`config.mk`:
```
export PLATFORM = sky130hd
export DESIGN_NAME = tx_frame_packer
export DESIGN_NICKNAME = d
export VERILOG_FILES = /design/src/rtl/tx_frame_packer.sv
export SDC_FILE = /design/constraint.sdc
export NUM_CORES = 1
export LEC_CHECK = 0
export BUFFER_PORTS_ARGS = -buffer_cell sky130_fd_sc_hd__buf_4
export CAP_MARGIN = 15
export CORE_ASPECT_RATIO = 0.6
export CORE_MARGIN = 2
export CORE_UTILIZATION = 60
export DETAILED_ROUTE_END_ITERATION = 10
export PLACE_DENSITY = 0.95
export SLEW_MARGIN = 30
export SYNTH_ARGS = -nofsm -noshare
export SYNTH_HDL_FRONTEND = slang
export SYNTH_SLANG_ARGS = --single-unit
```
`constraint.sdc`:
```
create_clock -name clk -period 6.1 [get_ports clk]
set_clock_uncertainty 0.2 [all_clocks]
set_input_delay 1.22 -clock clk [delete_from_list [all_inputs] [get_ports clk]]
set_output_delay 1.22 -clock clk [all_outputs]
set_load 0.01 [all_outputs]
```
`src/rtl/tx_frame_packer.sv`:
```
// tx_frame_packer: frames a 20-bit payload stream as SYNC, payload, CRC-10.
// Optional macro TX_FRAME_SEQ_EN puts a 10-bit frame sequence in CRC[19:10].
module tx_frame_packer #(
    parameter int unsigned PAYLOAD_WORDS = 8,
    parameter logic [19:0] SYNC_WORD     = 20'hFA5C3,
    parameter logic [19:0] IDLE_WORD     = 20'h5A5A5
) (
    input  logic        clk,
    input  logic        rst_n,
    input  logic [19:0] s_data,
    input  logic        s_valid,
    output logic        s_ready,
    output logic [19:0] tx_data,
    output logic        tx_valid,
    input  logic        tx_ready,
    output logic        frame_done,
    output logic        busy
);

    typedef enum logic [1:0] {
        ST_IDLE,
        ST_PAY,
        ST_CRC
    } state_t;

    localparam logic [7:0] LAST_IDX = 8'(PAYLOAD_WORDS - 1);
    localparam logic [9:0] POLY     = 10'h233;

    state_t      state_q, state_d;
    logic [19:0] tx_data_q, tx_data_d;
    logic        tx_valid_q, tx_valid_d;
    logic [9:0]  crc_q, crc_d;
    logic [7:0]  cnt_q, cnt_d;
    logic        is_crc_q, is_crc_d;
    logic [9:0]  hi10;
    logic        adv;

    // MSB-first CRC-10 over one 20-bit word, zero init, no final XOR
    function automatic logic [9:0] crc_next(input logic [9:0] c,
                                            input logic [19:0] d);
        logic [9:0] r;
        logic       fb;
        r = c;
        for (int i = 19; i >= 0; i--) begin
            fb = r[9] ^ d[i];
            r  = {r[8:0], 1'b0};
            if (fb) begin
                r = r ^ POLY;
            end
        end
        return r;
    endfunction

    assign adv        = tx_ready | ~tx_valid_q;
    assign s_ready    = (state_q == ST_PAY) & adv;
    assign tx_data    = tx_data_q;
    assign tx_valid   = tx_valid_q;
    assign frame_done = is_crc_q & tx_valid_q & tx_ready;
    assign busy       = (state_q != ST_IDLE);

`ifdef TX_FRAME_SEQ_EN
    logic [9:0] seq_q, seq_d;

    // Frame sequence number, advances as each CRC word leaves
    always_comb begin
        seq_d = seq_q;
        if (frame_done) begin
            seq_d = seq_q + 10'd1;
        end
    end

    // Sequence register
    always_ff @(posedge clk or negedge rst_n) begin
        if (!rst_n) begin
            seq_q <= 10'd0;
        end else begin
            seq_q <= seq_d;
        end
    end

    assign hi10 = seq_q;
`else
    assign hi10 = 10'h000;
`endif

    // Next-state and output-register load; nothing moves unless adv
    always_comb begin
        state_d    = state_q;
        tx_data_d  = tx_data_q;
        tx_valid_d = tx_valid_q;
        crc_d      = crc_q;
        cnt_d      = cnt_q;
        is_crc_d   = adv ? 1'b0 : is_crc_q;
        unique case (state_q)
            ST_IDLE: begin
                if (adv) begin
                    tx_valid_d = 1'b1;
                    if (s_valid) begin
                        tx_data_d = SYNC_WORD;
                        crc_d     = 10'd0;
                        cnt_d     = 8'd0;
                        state_d   = ST_PAY;
                    end else begin
                        tx_data_d = IDLE_WORD;
                    end
                end
            end
            ST_PAY: begin
                if (s_valid && adv) begin
                    tx_data_d  = s_data;
                    tx_valid_d = 1'b1;
                    crc_d      = crc_next(crc_q, s_data);
                    cnt_d      = cnt_q + 8'd1;
                    if (cnt_q == LAST_IDX) begin
                        state_d = ST_CRC;
                    end
                end else if (adv) begin
                    tx_valid_d = 1'b0;
                end
            end
            ST_CRC: begin
                if (adv) begin
                    tx_data_d  = {hi10, crc_q};
                    tx_valid_d = 1'b1;
                    is_crc_d   = 1'b1;
                    state_d    = ST_IDLE;
                end
            end
            default: begin
                state_d = ST_IDLE;
            end
        endcase
    end

    // State and output registers
    always_ff @(posedge clk or negedge rst_n) begin
        if (!rst_n) begin
            state_q    <= ST_IDLE;
            tx_data_q  <= 20'h0;
            tx_valid_q <= 1'b0;
            crc_q      <= 10'd0;
            cnt_q      <= 8'd0;
            is_crc_q   <= 1'b0;
        end else begin
            state_q    <= state_d;
            tx_data_q  <= tx_data_d;
            tx_valid_q <= tx_valid_d;
            crc_q      <= crc_d;
            cnt_q      <= cnt_d;
            is_crc_q   <= is_crc_d;
        end
    end

endmodule

```
# == After elaboration in Yosys (flattened, before gate mapping) ==
# Cells that the tools add are included.
# totals
reg_bits,42
latchBits,0
mem_bits_rw,0
mem_bits_ro,0
inputBits,24
wordCells,157
memories,0
# classes
add_sub_neg,1
n_mul,0
n_div,0
n_lt_le_gt_ge,0
n_eq_ne,10
shift,0
muxes,84
bitwise_logic,45
reduce_logical,11
# op_table
cell,count
2-to-1 mux 10 bit,61
NOT 5 bit,20
2-to-1 mux 20 bit,4
case mux 20 bit (3 select lines),1
2-to-1 mux 8 bit,3
case mux 10 bit (2 select lines),1
XOR 1 bit,20
case mux 8 bit (2 select lines),1
2-to-1 mux 2 bit,5
adder 8 x 1 -> 8 bit (second input constant),1
== test 8 x 3 -> 1 bit (second input constant),1
AND reduction 4 bit,2
2-to-1 mux 1 bit,6
inequality test 2 x 1 -> 1 bit (second input constant),3
inequality test 2 bit (second input constant),3
case mux 2 bit (3 select lines),1
nonzero test 2 bit,3
AND reduction 5 bit,1
AND 1 bit,3
inequality test 3 x 2 -> 1 bit (second input constant),1
AND reduction 3 bit,1
nonzero test 3 bit,1
== test 2 x 1 -> 1 bit (second input constant),1
== test 2 bit (second input constant),1
6 further kinds,6

# == Longest topological paths before layout ==
# Gate-level depths: netlist (run 1).
# depth
word_depth,81
mapped_depth,9
mapped_depth_nobuf,8

# == Worst setup path after synthesis (run 1) ==
# Ideal clock, no wire load.
# synth_timing
path_type,input to register
start,input s_data[19]
end,register crc_q[0]
setup_time_ps,121
t_arrival_ps,3166
setup_slack_ps,2613
path_stages,6
n_path_buf,0
path_cell_list,xor2_2 > xnor3_1 > xor3_1 > xnor3_2 > xnor3_1 > a22o_1
# synth_via
elab_chain_cells,80
word_cells_on_any_way,98
cone_classes,60 x mux; 38 x bitwise
# synth_rtl
item,line,source
"start, declared",10,"input logic [19:0] s_data,"
XOR 1 bit *,45,fb = r[9] ^ d[i];
2-to-1 mux 10 bit *,47,if (fb) begin
2-to-1 mux 10 bit *,109,if (s_valid && adv) begin
2-to-1 mux 10 bit *,94,unique case (state_q)
XOR 1 bit,45,
2-to-1 mux 10 bit *,47,
2-to-1 mux 10 bit *,109,
2-to-1 mux 10 bit *,94,
[... 64 more ...],n/a,
XOR 1 bit,45,
2-to-1 mux 10 bit *,47,
2-to-1 mux 10 bit *,109,
2-to-1 mux 10 bit *,94,
XOR 1 bit *,45,
2-to-1 mux 10 bit *,47,
2-to-1 mux 10 bit *,109,
case mux 10 bit (2 select lines) *,94,
"end signal, assigned",148,crc_q <= crc_d;
"end, declared",32,"logic [9:0] crc_q, crc_d;"
# Mark *: on every way between the ends. The rest lies on a longest branch, timed or not. The select of a mux whose other input is x is not followed.
# A chain may end at the register's enable or synchronous reset.

# == Worst setup path in the final report (run 1) ==
# layout_timing
start,input s_data[11]
end,register crc_q[0]
# layout_via
elab_chain_cells,48
word_cells_on_any_way,58
cone_classes,36 x mux; 22 x bitwise
# layout_rtl
item,line
XOR 1 bit *,45
2-to-1 mux 10 bit *,47
2-to-1 mux 10 bit *,109
2-to-1 mux 10 bit *,94
XOR 1 bit,45
2-to-1 mux 10 bit *,47
2-to-1 mux 10 bit *,109
2-to-1 mux 10 bit *,94
[... 32 more ...],n/a
XOR 1 bit,45
2-to-1 mux 10 bit *,47
2-to-1 mux 10 bit *,109
2-to-1 mux 10 bit *,94
XOR 1 bit *,45
2-to-1 mux 10 bit *,47
2-to-1 mux 10 bit *,109
case mux 10 bit (2 select lines) *,94
# Marks and branches as above.

==> impl_metrics.json, run 1 <==
{
  "vias": 2105,
  "rr_endpoint": "crc_q[0]$_DFFE_PN0P_",
  "rows": 18,
  "drt_iter0_drc": 267,
  "grt_use_total": 0.284,
  "cp.required_ns": 6.09,
  "synthXorXnorAreaFrac": 0.241,
  "ir_drop_mv": 0.312,
  "netlist_area_sq_um": 2530,
  "coreArea_sq_um": 4080,
  "drc": 0,
  "synth_top_family_by_area": "XOR/XNOR gates",
  "async_flop_share": 1.00,
  "cts_made_buffers": 5,
  "clock_path_buffers": 2,
  "setup.worst_path.class": "in2reg",
  "placed_area_sq_um": 2930,
  "period_share": 0.571,
  "drt_pass1_iterations": 5,
  "synth_seq_cells": 42,
  "h-tree-depth": 2,
  "antennaDiodeCount": 0,
  "start_util": 0.622,
  "path_buf_inv": 1,
  "status": "finished clean",
  "synth_cell_types": 34,
  "routabilityCongestion": 0.945,
  "r2r-start": "crc_q[9]$_DFFE_PN0P_",
  "yosys.area.top_type": "dfrtp_1",
  "multi_input_area_sq_um": 1430,
  "rr_worst_depth": 6,
  "power_density_nw_per_um2": 617,
  "syn_area_per_cell_sq_um": 10.1,
  "grt_overflow": 0,
  "regArea_sq_um": 1050,
  "die_w_um": 87.9,
  "cts_num_sinks": 42,
  "crit_fanout": 3,
  "vias_per_cell": 5.91,
  "cts_tree": "built",
  "io_pins": 48,
  "cts-root-buf": "clkbuf_8",
  "grt_pass1_wl_mm": 9.64,
  "dieArea_sq_um": 4780,
  "timing.hold.ws_ns": 0.275,
  "synth_common_cells": "dfrtp_1 (42), nand2_1 (37), xnor2_1 (28)",
  "fin_nets": 325,
  "synthesis.nets": 281,
  "fmax_ghz": 0.287,
  "holdPathStages": 2,
  "reg2reg_setup_slack_ns": 3.16,
  "slowest_delay_ns": 0.45,
  "synthFlopType": "dfrtp_1",
  "grt_setup_unrepaired": "no",
  "finalSetupViolCount": 0,
  "drv_slew": 0,
  "grt_pass1_vias": 1887,
  "synth.area.top_cells": "dfrtp_1 (41%), xnor2_1 (9.7%), nand2_1 (5.5%), xnor3_1 (5.3%), o21ai_0 (4.1%)",
  "grt_antenna_before_repair": 0,
  "path_cells": "buf_4, xor2_1, xor3_1, xnor2_1, xnor3_2, xnor3_1, a22o_1",
  "ant_nets": 0,
  "cts_resized": 0,
  "fin_tns_setup_ns": 0,
  "finalHoldViolations": 0,
  "nFillCells": 258,
  "yosysTopAreaCellShare": 0.415,
  "crit_path_start_kind": "input pin",
  "dp_hpwl_mm": 4.58,
  "cp-end-kind": "register",
  "seq_area_frac_synth": 0.415,
  "synth_cells": 251,
  "muxShareOfSynthArea": 0,
  "yosys.area_share.simple": 0.129,
  "post_cts_buffers": 0,
  "syn_to_final_growth_pct": 19.8,
  "detail_route.wl_per_cell_um": 17.8,
  "post_route_cells_drive_above_1_share": 0.193,
  "cap_violations": 0,
  "synth_edf_count": 0,
  "post-route-util": 0.745,
  "place.port_buffers": 47,
  "fin_crit_ns": 3.48,
  "synth_compound_area_frac": 0.161,
  "grt_max_degree": 43,
  "cp_slowest_cell": "xor3_1",
  "worstMarginPinSlew_ns": 0.670,
  "yosys_warnings": 0,
  "slew-limit-headroom": 0.550,
  "wirelength_mm": 6.35,
  "clkLatencyLatePin_ns": 0.30,
  "hp-class": "reg2reg",
  "clk_pin_slew_worst_paths_ns": 0.08,
  "die_y_um": 54.4,
  "critPathArrivalTime_ns": 3.47,
  "crit_family": "XOR/XNOR gates",
  "postLayoutCellArea_sq_um": 3040,
  "power_leakage_uw": 0.00146,
  "yosysMostFrequentCell": "dfrtp_1",
  "synthAdderAreaFrac": 0.0296,
  "cts_hold_buf": 0
}
-- report_power, final --
group	leakage (uW)	internal [uW]	total [uW]	switching, uW
Combinational	0.000871	656	1190	532
Sequential	0.000534	384	466	81.7
Clock	0.0000524	123	220	97.0
-- through the flow --
stage / instances / power (uW) / setup WS [ns]
after global routing: 356 / 1990 / 2.56
after CTS: 356 / 1870 / 2.63
after global placement: 348 / 1570 / 2.45
after floorplan: 251 / 1330 / 2.61
after detailed placement: 348 / 1630 / 2.33
final: 356 / 1870 / 2.62
-- placed cells by master, fill, tap and decap left out, types with 2 or more instances in the layout --
cell and instances:
a21o_1 8, xor2_1 11, clkbuf_8 5, or3_1 3, clkbuf_1 2, a211oi_1 4, a22oi_1 7, xor3_1 4
nor2b_1 7, nand4_1 3, xnor2_1 28, a21oi_1 6, o31ai_1 6, a31oi_1 2, xnor3_1 6, inv_1 5
nor2_1 14, nand2_1 37, o21ai_0 21, ha_1 5, a22o_1 5, buf_4 48, nand2b_1 2, dfrtp_1 42
and3_1 2
-- registers in the layout (all words and copies together) (netlist names), named ones only --
register  count
cnt_q         8
crc_q        10
state_q       2
tx_data      20
tx_valid      1
-- worst register-to-register path: stages, from the launching register on --
cell and delay, ns:
dfrtp_1 0.45, xor2_2 0.30, xnor3_1 0.45, xor3_1 0.41
xnor3_2 0.45, xnor3_1 0.38, a22o_1 0.20
-- area by class of cell --
| cell class | count | share of cell area |
|---|---|---|
| clock buffer | 7 | 0.0251 |
| clock inverter | 1 | 0.00988 |
| inverter | 5 | 0.00618 |
| multi-input combinational | 193 | 0.470 |
| sequential | 42 | 0.346 |
| tap | 60 | 0.0247 |
| timing repair buffer | 48 | 0.119 |
-- cells by family after synthesis --
group | Yosys count
AND/OR/NAND/NOR | 73
AO/OA/AOI/OAI | 63
XOR/XNOR | 51
flip-flops | 42
buffers and inverters | 16
adder cells (fa/ha/maj) | 6
-- how the worst max path moves through the flow --
stage          cells past startpoint        from  slack [ns]              endpoint
2_1_floorplan                      6  s_data[19]        2.61  crc_q[0]$_DFFE_PN0P_
3_3_place_gp                       7  s_data[19]        2.45  crc_q[0]$_DFFE_PN0P_
3_5_place_dp                       7  s_data[19]        2.33  crc_q[0]$_DFFE_PN0P_
4_1_cts                            7  s_data[19]        2.63  crc_q[0]$_DFFE_PN0P_
5_1_grt                            7  s_data[19]        2.56  crc_q[0]$_DFFE_PN0P_
6_report                           7  s_data[11]        2.62  crc_q[0]$_DFFE_PN0P_
-- metal layers --
layer,GRT usage,part of all wire,routed length [um]
met4,0.131,0.033,211
met1,0.394,0.43,2720
met3,0.0603,0.10,634
met5,0,0,0
met2,0.436,0.44,2780
Power figures use the tool's default switching activity.
==> inputs of run 2 (changes only) <==
- CORE_UTILIZATION: 60 -> 55
- PLACE_DENSITY: 0.95 -> 0.91
- clock period: 6.1 -> 3.3 ns (I/O delays scaled with it)
==> run 2 against run 1 <==
Net effect:
- flip-flop and latch count unchanged
- highest routed layer unchanged
- largest cell class unchanged
- final cell count up 2.2%
- critical path depth down 1
- critical endpoint unchanged
==> impl_metrics.json, run 2 (synthesis gave the netlist of run 1 again) <==
{
  "status": "finished clean",
  "cts_tree": "built",
  "vias_per_cell": 5.74,
  "finalSetupViolCount": 0,
  "grt_setup_unrepaired": "no",
  "switching_share": 0.375,
  "detail_route.wl_per_cell_um": 16.1,
  "layout_common_cells": "buf_4 (53), dfrtp_1 (42), nand2_1 (37)",
  "crit_fanout": 3,
  "h-tree-depth": 2,
  "p_sw_uw": 1260,
  "worstMarginPinSlew_ns": 0.718,
  "critPathArrivalTime_ns": 2.88,
  "cts_resized": 0,
  "io_pins": 48,
  "comb_power_share": 0.646,
  "p_clk_frac": 0.098,
  "multi_input_area_sq_um": 1420,
  "antennaDiodeCount": 0,
  "dp_hpwl_mm": 4.43,
  "routabilityCongestion": 0.837,
  "start_util": 0.564,
  "cp.required_ns": 3.29,
  "dieArea_sq_um": 5190,
  "cap_violations": 0,
  "drv_slew": 0,
  "largest_reg_flops": 20,
  "ant_nets": 0,
  "finalHoldViolations": 0,
  "fin_crit_ns": 2.90,
  "post_cts_buffers": 0,
  "cts_num_sinks": 42,
  "post-place-ws_ns": 0.128,
  "rows": 19,
  "place.port_buffers": 47,
  "hp-class": "in2async",
  "grt_antenna_before_repair": 0,
  "nFillCells": 318,
  "cts_made_buffers": 5,
  "ir_drop_mv": 0.582,
  "grt_use_total": 0.247,
  "fmax_ghz": 0.345,
  "wirelength_mm": 5.87,
  "grt_pass1_wl_mm": 9.75,
  "setup_ws_ns": 0.405,
  "postLayoutCellArea_sq_um": 3060,
  "clk_pin_slew_worst_paths_ns": 0.08,
  "drt_iter0_drc": 192,
  "regArea_sq_um": 1050,
  "fin_tns_setup_ns": 0,
  "fin_nets": 330,
  "clock_path_buffers": 2,
  "power_density_nw_per_um2": 1100,
  "seqPwrFrac": 0.256,
  "grt_overflow": 0,
  "cp-end-kind": "register",
  "vias": 2090,
  "coreArea_sq_um": 4490,
  "cts_hold_buf": 0,
  "slew-limit-headroom": 0.517,
  "grt_pass1_vias": 1950,
  "drc": 0,
  "clkLatencyLatePin_ns": 0.30,
  "period_share": 0.877,
  "placed_area_sq_um": 2970,
  "power_leakage_uw": 0.00148,
  "die_y_um": 56.6,
  "cts-root-buf": "clkbuf_8",
  "grt_max_degree": 43,
  "drt_pass1_iterations": 5,
  "p_int_uw": 2100,
  "post_route_cells_drive_above_1_share": 0.206,
  "syn_to_final_growth_pct": 20.6,
  "die_w_um": 91.6,
  "post-route-util": 0.680,
  "layout_commonest_cell": "buf_4",
  "crit_path_start_kind": "register",
  "setup.worst_path.class": "reg2reg"
}
[run 2: path summary, 6_finish.rpt]
kind / from / end / slack, ns / depth (start not counted)
max in group asynchronous: rst_n / tx_data[8]$_DFFE_PN0P_ / 2.41 / 1
min in group clk: register / register / 0.26 / 2
worst min register to register: register / register / 0.26 / 2
worst max-delay path: crc_q[9]$_DFFE_PN0P_ / crc_q[0]$_DFFE_PN0P_ / 0.40 / 6
worst max register to register: crc_q[9]$_DFFE_PN0P_ / crc_q[0]$_DFFE_PN0P_ / 0.40 / 6
worst min-delay path: rst_n / tx_data[12]$_DFFE_PN0P_ / 0.13 / 1
[run 2: per-layer routing]
layer,wire length (um),up-vias,track usage
met5,0,-,0
met4,80,0,0.0887
met3,588,10,0.0617
met2,2560,111,0.352
met1,2650,998,0.367
li1,-,971,-
[run 2: stage by stage]
step	instances	hold slack, ns	total power (uW)
2_1_floorplan	251	0.164	2460
3_3_place_gp	356	0.246	2940
3_5_place_dp	356	0.250	3020
4_1_cts	364	0.145	3360
5_1_grt	364	0.170	3590
6_report	364	0.127	3360
[run 2: cell type report]
| type | count | area share |
|---|---|---|
| tap | 63 | 0.0258 |
| sequential | 42 | 0.344 |
| inverter | 5 | 0.00614 |
| timing repair buffer | 53 | 0.130 |
| multi-input combinational | 193 | 0.466 |
| clock inverter | 2 | 0.00450 |
| clock buffer | 6 | 0.0237 |
[run 2: power groups by stage]
stage / registers [uW] / clock network, uW / logic, uW
final: 860 / 328 / 2170
after global routing: 880 / 359 / 2350
after CTS: 857 / 335 / 2170
after detailed placement: 866 / 0 / 2160
after global placement: 849 / 0 / 2090
after floorplan: 892 / 0 / 1570
[run 2: critical path, stage by stage, from the launching register on]
cell     delay (ns)
dfrtp_1        0.45
xor2_2         0.30
xnor3_1        0.43
xor3_1         0.40
xnor3_2        0.44
xnor3_1        0.36
a22o_1         0.20
